## config.mk

```make
export PLATFORM = sky130hd
export DESIGN_NAME = button_uart_tx
export DESIGN_NICKNAME = d
export VERILOG_FILES = /design/src/rtl/button_uart_tx.sv
export SDC_FILE = /design/constraint.sdc
export NUM_CORES = 1
export LEC_CHECK = 0
export ABC_AREA = 1
export CORE_ASPECT_RATIO = 1.25
export CORE_MARGIN = 1
export CORE_UTILIZATION = 60
export CTS_CLUSTER_DIAMETER = 60
export DETAILED_ROUTE_END_ITERATION = 12
export DONT_BUFFER_PORTS = 1
export GPL_TIMING_DRIVEN = 0
export PLACE_DENSITY = 0.81
export SYNTH_ARGS = -nofsm -noshare
export SYNTH_HDL_FRONTEND = slang
export SYNTH_SLANG_ARGS = --single-unit
export TNS_END_PERCENT = 10
```

## constraint.sdc

```tcl
create_clock -name clk_i -period 2.46 [get_ports clk_i]
set_input_delay 0.615 -clock clk_i [delete_from_list [all_inputs] [get_ports clk_i]]
set_output_delay 0.615 -clock clk_i [all_outputs]
set_load 0.01 [all_outputs]
```

## src/rtl/button_uart_tx.sv

```systemverilog
// Button event to UART bridge: encodes debounced press/release pulses as 'D'/'U',
// queues them in a small FIFO and transmits each as an 8N1 frame.
module button_uart_tx #(
  parameter int CLKS_PER_BIT = 868,
  parameter int FIFO_DEPTH   = 4
) (
  input  logic       clk_i,
  input  logic       reset_n_i,
  input  logic       down_i,
  input  logic       up_i,
  output logic       tx_o,
  output logic       busy_o,
  output logic       overflow_o,
  output logic [7:0] press_count_o
);

  localparam int CW = $clog2(CLKS_PER_BIT);
  localparam int AW = $clog2(FIFO_DEPTH);
  localparam logic [CW-1:0] BIT_LAST  = CW'(CLKS_PER_BIT - 1);
  localparam logic [AW:0]   FIFO_FULL = (AW + 1)'(FIFO_DEPTH);

  localparam logic [1:0] IDLE  = 2'd0;
  localparam logic [1:0] START = 2'd1;
  localparam logic [1:0] DATA  = 2'd2;
  localparam logic [1:0] STOP  = 2'd3;

  localparam logic [7:0] CHAR_DOWN = 8'h44;
  localparam logic [7:0] CHAR_UP   = 8'h55;

  logic [7:0]    fifo_mem_r [FIFO_DEPTH];
  logic [AW-1:0] wr_ptr_r;
  logic [AW-1:0] rd_ptr_r;
  logic [AW:0]   count_r;
  logic [AW:0]   count_s;

  logic          push_req_s;
  logic          push_ok_s;
  logic          pop_s;
  logic [7:0]    push_data_s;

  logic [1:0]    state_r;
  logic [1:0]    state_s;
  logic [7:0]    shift_r;
  logic [7:0]    shift_s;
  logic [CW-1:0] bit_cnt_r;
  logic [CW-1:0] bit_cnt_s;
  logic [2:0]    bit_idx_r;
  logic [2:0]    bit_idx_s;
  logic          tx_r;
  logic          tx_s;
  logic          busy_r;
  logic          overflow_r;
  logic [7:0]    press_count_r;

  // Event encode and FIFO handshake; a simultaneous press/release keeps only the press.
  always_comb begin
    push_req_s  = down_i | up_i;
    push_data_s = down_i ? CHAR_DOWN : CHAR_UP;
    pop_s       = (state_r == IDLE) && (count_r != (AW + 1)'(0));
    push_ok_s   = push_req_s && ((count_r < FIFO_FULL) || pop_s);
    case ({push_ok_s, pop_s})
      2'b10:   count_s = count_r + (AW + 1)'(1);
      2'b01:   count_s = count_r - (AW + 1)'(1);
      default: count_s = count_r;
    endcase
  end

  // FIFO storage and pointers.
  always_ff @(posedge clk_i or negedge reset_n_i) begin
    if (!reset_n_i) begin
      for (int i = 0; i < FIFO_DEPTH; i++) begin
        fifo_mem_r[i] <= 8'h00;
      end
      wr_ptr_r <= '0;
      rd_ptr_r <= '0;
      count_r  <= '0;
    end else begin
      if (push_ok_s) begin
        fifo_mem_r[wr_ptr_r] <= push_data_s;
        wr_ptr_r             <= wr_ptr_r + AW'(1);
      end
      if (pop_s) begin
        rd_ptr_r <= rd_ptr_r + AW'(1);
      end
      count_r <= count_s;
    end
  end

  // Transmit FSM next-state; tx_s is the value the output flop takes at the next edge.
  always_comb begin
    state_s   = state_r;
    shift_s   = shift_r;
    bit_cnt_s = bit_cnt_r;
    bit_idx_s = bit_idx_r;
    tx_s      = tx_r;
    case (state_r)
      IDLE: begin
        if (pop_s) begin
          state_s   = START;
          shift_s   = fifo_mem_r[rd_ptr_r];
          bit_cnt_s = '0;
          tx_s      = 1'b0;
        end else begin
          tx_s = 1'b1;
        end
      end
      START: begin
        if (bit_cnt_r == BIT_LAST) begin
          state_s   = DATA;
          bit_cnt_s = '0;
          bit_idx_s = 3'd0;
          tx_s      = shift_r[0];
        end else begin
          bit_cnt_s = bit_cnt_r + CW'(1);
        end
      end
      DATA: begin
        if (bit_cnt_r == BIT_LAST) begin
          bit_cnt_s = '0;
          if (bit_idx_r == 3'd7) begin
            state_s = STOP;
            tx_s    = 1'b1;
          end else begin
            bit_idx_s = bit_idx_r + 3'd1;
            shift_s   = {1'b0, shift_r[7:1]};
            tx_s      = shift_r[1];
          end
        end else begin
          bit_cnt_s = bit_cnt_r + CW'(1);
        end
      end
      STOP: begin
        if (bit_cnt_r == BIT_LAST) begin
          state_s   = IDLE;
          bit_cnt_s = '0;
          tx_s      = 1'b1;
        end else begin
          bit_cnt_s = bit_cnt_r + CW'(1);
        end
      end
      default: begin
        state_s   = IDLE;
        bit_cnt_s = '0;
        bit_idx_s = 3'd0;
        tx_s      = 1'b1;
      end
    endcase
  end

  // FSM registers and registered status outputs.
  always_ff @(posedge clk_i or negedge reset_n_i) begin
    if (!reset_n_i) begin
      state_r       <= IDLE;
      shift_r       <= 8'h00;
      bit_cnt_r     <= '0;
      bit_idx_r     <= 3'd0;
      tx_r          <= 1'b1;
      busy_r        <= 1'b0;
      overflow_r    <= 1'b0;
      press_count_r <= 8'd0;
    end else begin
      state_r   <= state_s;
      shift_r   <= shift_s;
      bit_cnt_r <= bit_cnt_s;
      bit_idx_r <= bit_idx_s;
      tx_r      <= tx_s;
      // Busy tracks the post-edge state so it drops together with the return to IDLE.
      busy_r    <= (state_s != IDLE) || (count_s != (AW + 1)'(0));
      if (push_req_s && !push_ok_s) begin
        overflow_r <= 1'b1;
      end
      if (down_i) begin
        press_count_r <= press_count_r + 8'd1;
      end
    end
  end

  assign tx_o          = tx_r;
  assign busy_o        = busy_r;
  assign overflow_o    = overflow_r;
  assign press_count_o = press_count_r;

endmodule

```

==> results_dict.tcl <==
set metrics [dict create \
    min_period_over_period_pct 93.7 \
    first_pass_iters 4 \
    final_util_pct 71.6 \
    grt_pass1_vias 1934 \
    die_area_um2 4430 \
    syn_area_per_cell_um2 8.22 \
    port_buffers 0 \
    cts_sinks 48 \
    wl_um 4550 \
    power.density_nw_per_um2 1040 \
    fp.dieH_um 74.2 \
    synth.area.top_cells "dfrtp_1, nand2_1, inv_1" \
    cap_violations 0 \
    leakagePower_nw 1.43 \
    hold_class "in2async" \
    vias 1956 \
    yosysTopAreaCellShare_pct 47.0 \
    vias_per_cell 5.26 \
    clk_pin_slew_ns 0.09 \
    clock.fmax_mhz 434 \
    htree_levels 2 \
    num_rows 25 \
    hold_viol 0 \
    antenna_found_initial 0 \
    vdd_drop_max_v 0.000676 \
    setup_viol 0 \
    drcViolationCount 0 \
    fp.dieW_um 59.7 \
    crit_arrival_ns 2.50 \
    syn_nets 318 \
    criticalPathCategory "reg2reg" \
    clockBufferDepth 2 \
    ys_seq_elements 48 \
    routedWlPerCell_um 12.2 \
    n_antenna_cell 0 \
    skew_ns 0.00372 \
    grt_max_degree 48 \
    drive_above_1_share_pct 11.6 \
    relSlewSlack_pct 71.6 \
    path_max_fanout 8 \
    drv_slew 0 \
    crit_chain "buf_6, nor2_4, buf_12, nand2_4, inv_1, ha_1, inv_1, fa_2, o21ai_1, nor2_1, nand3_2, nor2_2, nand2_1" \
    area_growth_pct 11.1 \
    cpMaxStageDelayCell "fa_2" \
    ant_nets 0 \
    cts_root_buf "clkbuf_8" \
    grt_use_total_pct 24.5 \
    start_util_pct 64.5 \
    start_kind "register" \
    yosys_warnings 0 \
    cts_inserted_buffers 5 \
    place.gp.congestion 0.857 \
    crit_path_end_kind "register" \
    final_nets 331 \
    grt_pass1_wl_um 8140 \
    synth-seq-area-share_pct 48.1 \
    fin_crit_ns 2.31 \
    reg2reg_setup_slack_ns 0.15 \
    drtIter0Drc 86 \
    whs_ns 0.149 \
    core_um2 3880 \
    insertion_delay_ns 0.30 \
    post-dp-hpwl_um 3190 \
    cts_tree "done" \
    yosysTopAreaCell "dfrtp_1" \
    tightest_slew_ns 0.422 \
    critical_path.most_common_cell "inv_1" \
    cp_slowest_stage_delay_ns 0.53 \
    fin_tns_setup_ns 0 \
    grt_overflow_total 0 \
    cp_data_required_time_ns 2.65 \
    finalPower_mw 2.88 \
    status "finished clean" \
    io_pins 15 \
    synth_cell_type_count 31 \
    synth_cells 304 \
    synthesis.area_um2 2500 \
]
-- cell usage after synthesis, drive strengths merged --
cell	number
nand4	8
or2	2
o21ai	19
o22ai	2
ha	9
fa	1
o211ai	1
xnor2	3
dfrtp	47
inv	44
a21oi	2
nor2	28
nor3	3
xor2	8
nand3	26
o31ai	1
buf	3
dfstp	1
nand2	96
-- final cells by class --
type,count,area [um^2]
Sequential cell,48,1200
Multi-Input combinational cell,209,1120
Fill cell,340,1100
Inverter,44,165
Clock buffer,6,82.6
Timing Repair Buffer,6,77.6
Tap cell,54,67.6
Clock inverter,2,38.8
Buffer,3,23.8
-- worst max-delay path: cells and delay by family, from the launching register on --
family | cells | cell delay [ns]
adders and majority gates | 2 | 0.68
and+or+nand+nor | 6 | 0.65
buffers and inverters | 4 | 0.42
DFF | 1 | 0.38
AOI/OAI and AO/OA | 1 | 0.07
-- cells by family after synthesis --
| family | synth area share [%] |
|---|---|
| xor gates and xnor gates | 3.85 |
| DFF | 48.1 |
| buffers and inverters | 7.56 |
| AOI/OAI and AO/OA | 6.36 |
| and+or+nand+nor | 28.8 |
| adders and majority gates | 5.31 |
-- final timing paths --
check | from | endpoint | depth (start not counted)
max | state_r[0] | busy_o | 13
min | reset_n_i | tx_o | 0
max reg2reg | state_r[0] | busy_o | 13
min reg2reg | fifo_mem_r[6] | fifo_mem_r[6] | 2
max in group asynchronous | reset_n_i | press_count_o[4] | 1
min in group clk_i | fifo_mem_r[6] | fifo_mem_r[6] | 2
-- power by group --
part	switching, mW	total [mW]	internal (mW)
combinational	0.591	0.975	0.384
sequential	0.270	1.31	1.04
clock	0.261	0.594	0.332
total	1.12	2.88	1.76
-- routing by layer --
metal  global-route usage (%)  share of wire (%)  vias to the layer above
met1                     28.7                 44                      946
li1                         -                  -                      983
met5                        0                  0                        -
met3                     4.87                2.2                        4
met2                     43.6                 53                       23
met4                     9.56               0.88                        0
-- timing repair --
| action | CTS | global route |
|---|---|---|
| hold buffers | 1 | 0 |
| setup buffers | 2 | 3 |
| setup endpoints to repair | 1 | 1 |
| gates resized for setup | 0 | 4 |
| hold endpoints to repair | 47 | 0 |
| pin swaps | 1 | 4 |
-- layout by cell type (no fill, tap or decap), drive strengths merged, types with 6 or more instances in the layout --
master,synthesis,final
inv,44,44
nand2,96,96
clkbuf,0,6
dfrtp,47,47
o21ai,19,19
nand4,8,8
xor2,8,8
nor2,28,28
buf,3,9
nand3,26,26
ha,9,9
-- state kept, by name, indices dropped and copies added, names as in the netlist, 2 cells and up --
name,cells
bit_cnt_r,10
bit_idx_r,3
count_r,3
fifo_mem_r,8
press_count_o,8
rd_ptr_r,2
shift_r,7
state_r,2
wr_ptr_r,2
-- per-stage QoR --
stage,instance area [um^2],setup WS [ns],cells
6_report,2780,0.155,372
2_1_floorplan,2500,0.0964,304
3_3_place_gp,2570,-0.207,358
4_1_cts,2740,0.0289,369
3_5_place_dp,2570,-0.214,358
5_1_grt,2780,-0.0109,372
Note: power is estimated with default switching activity, not from simulation.
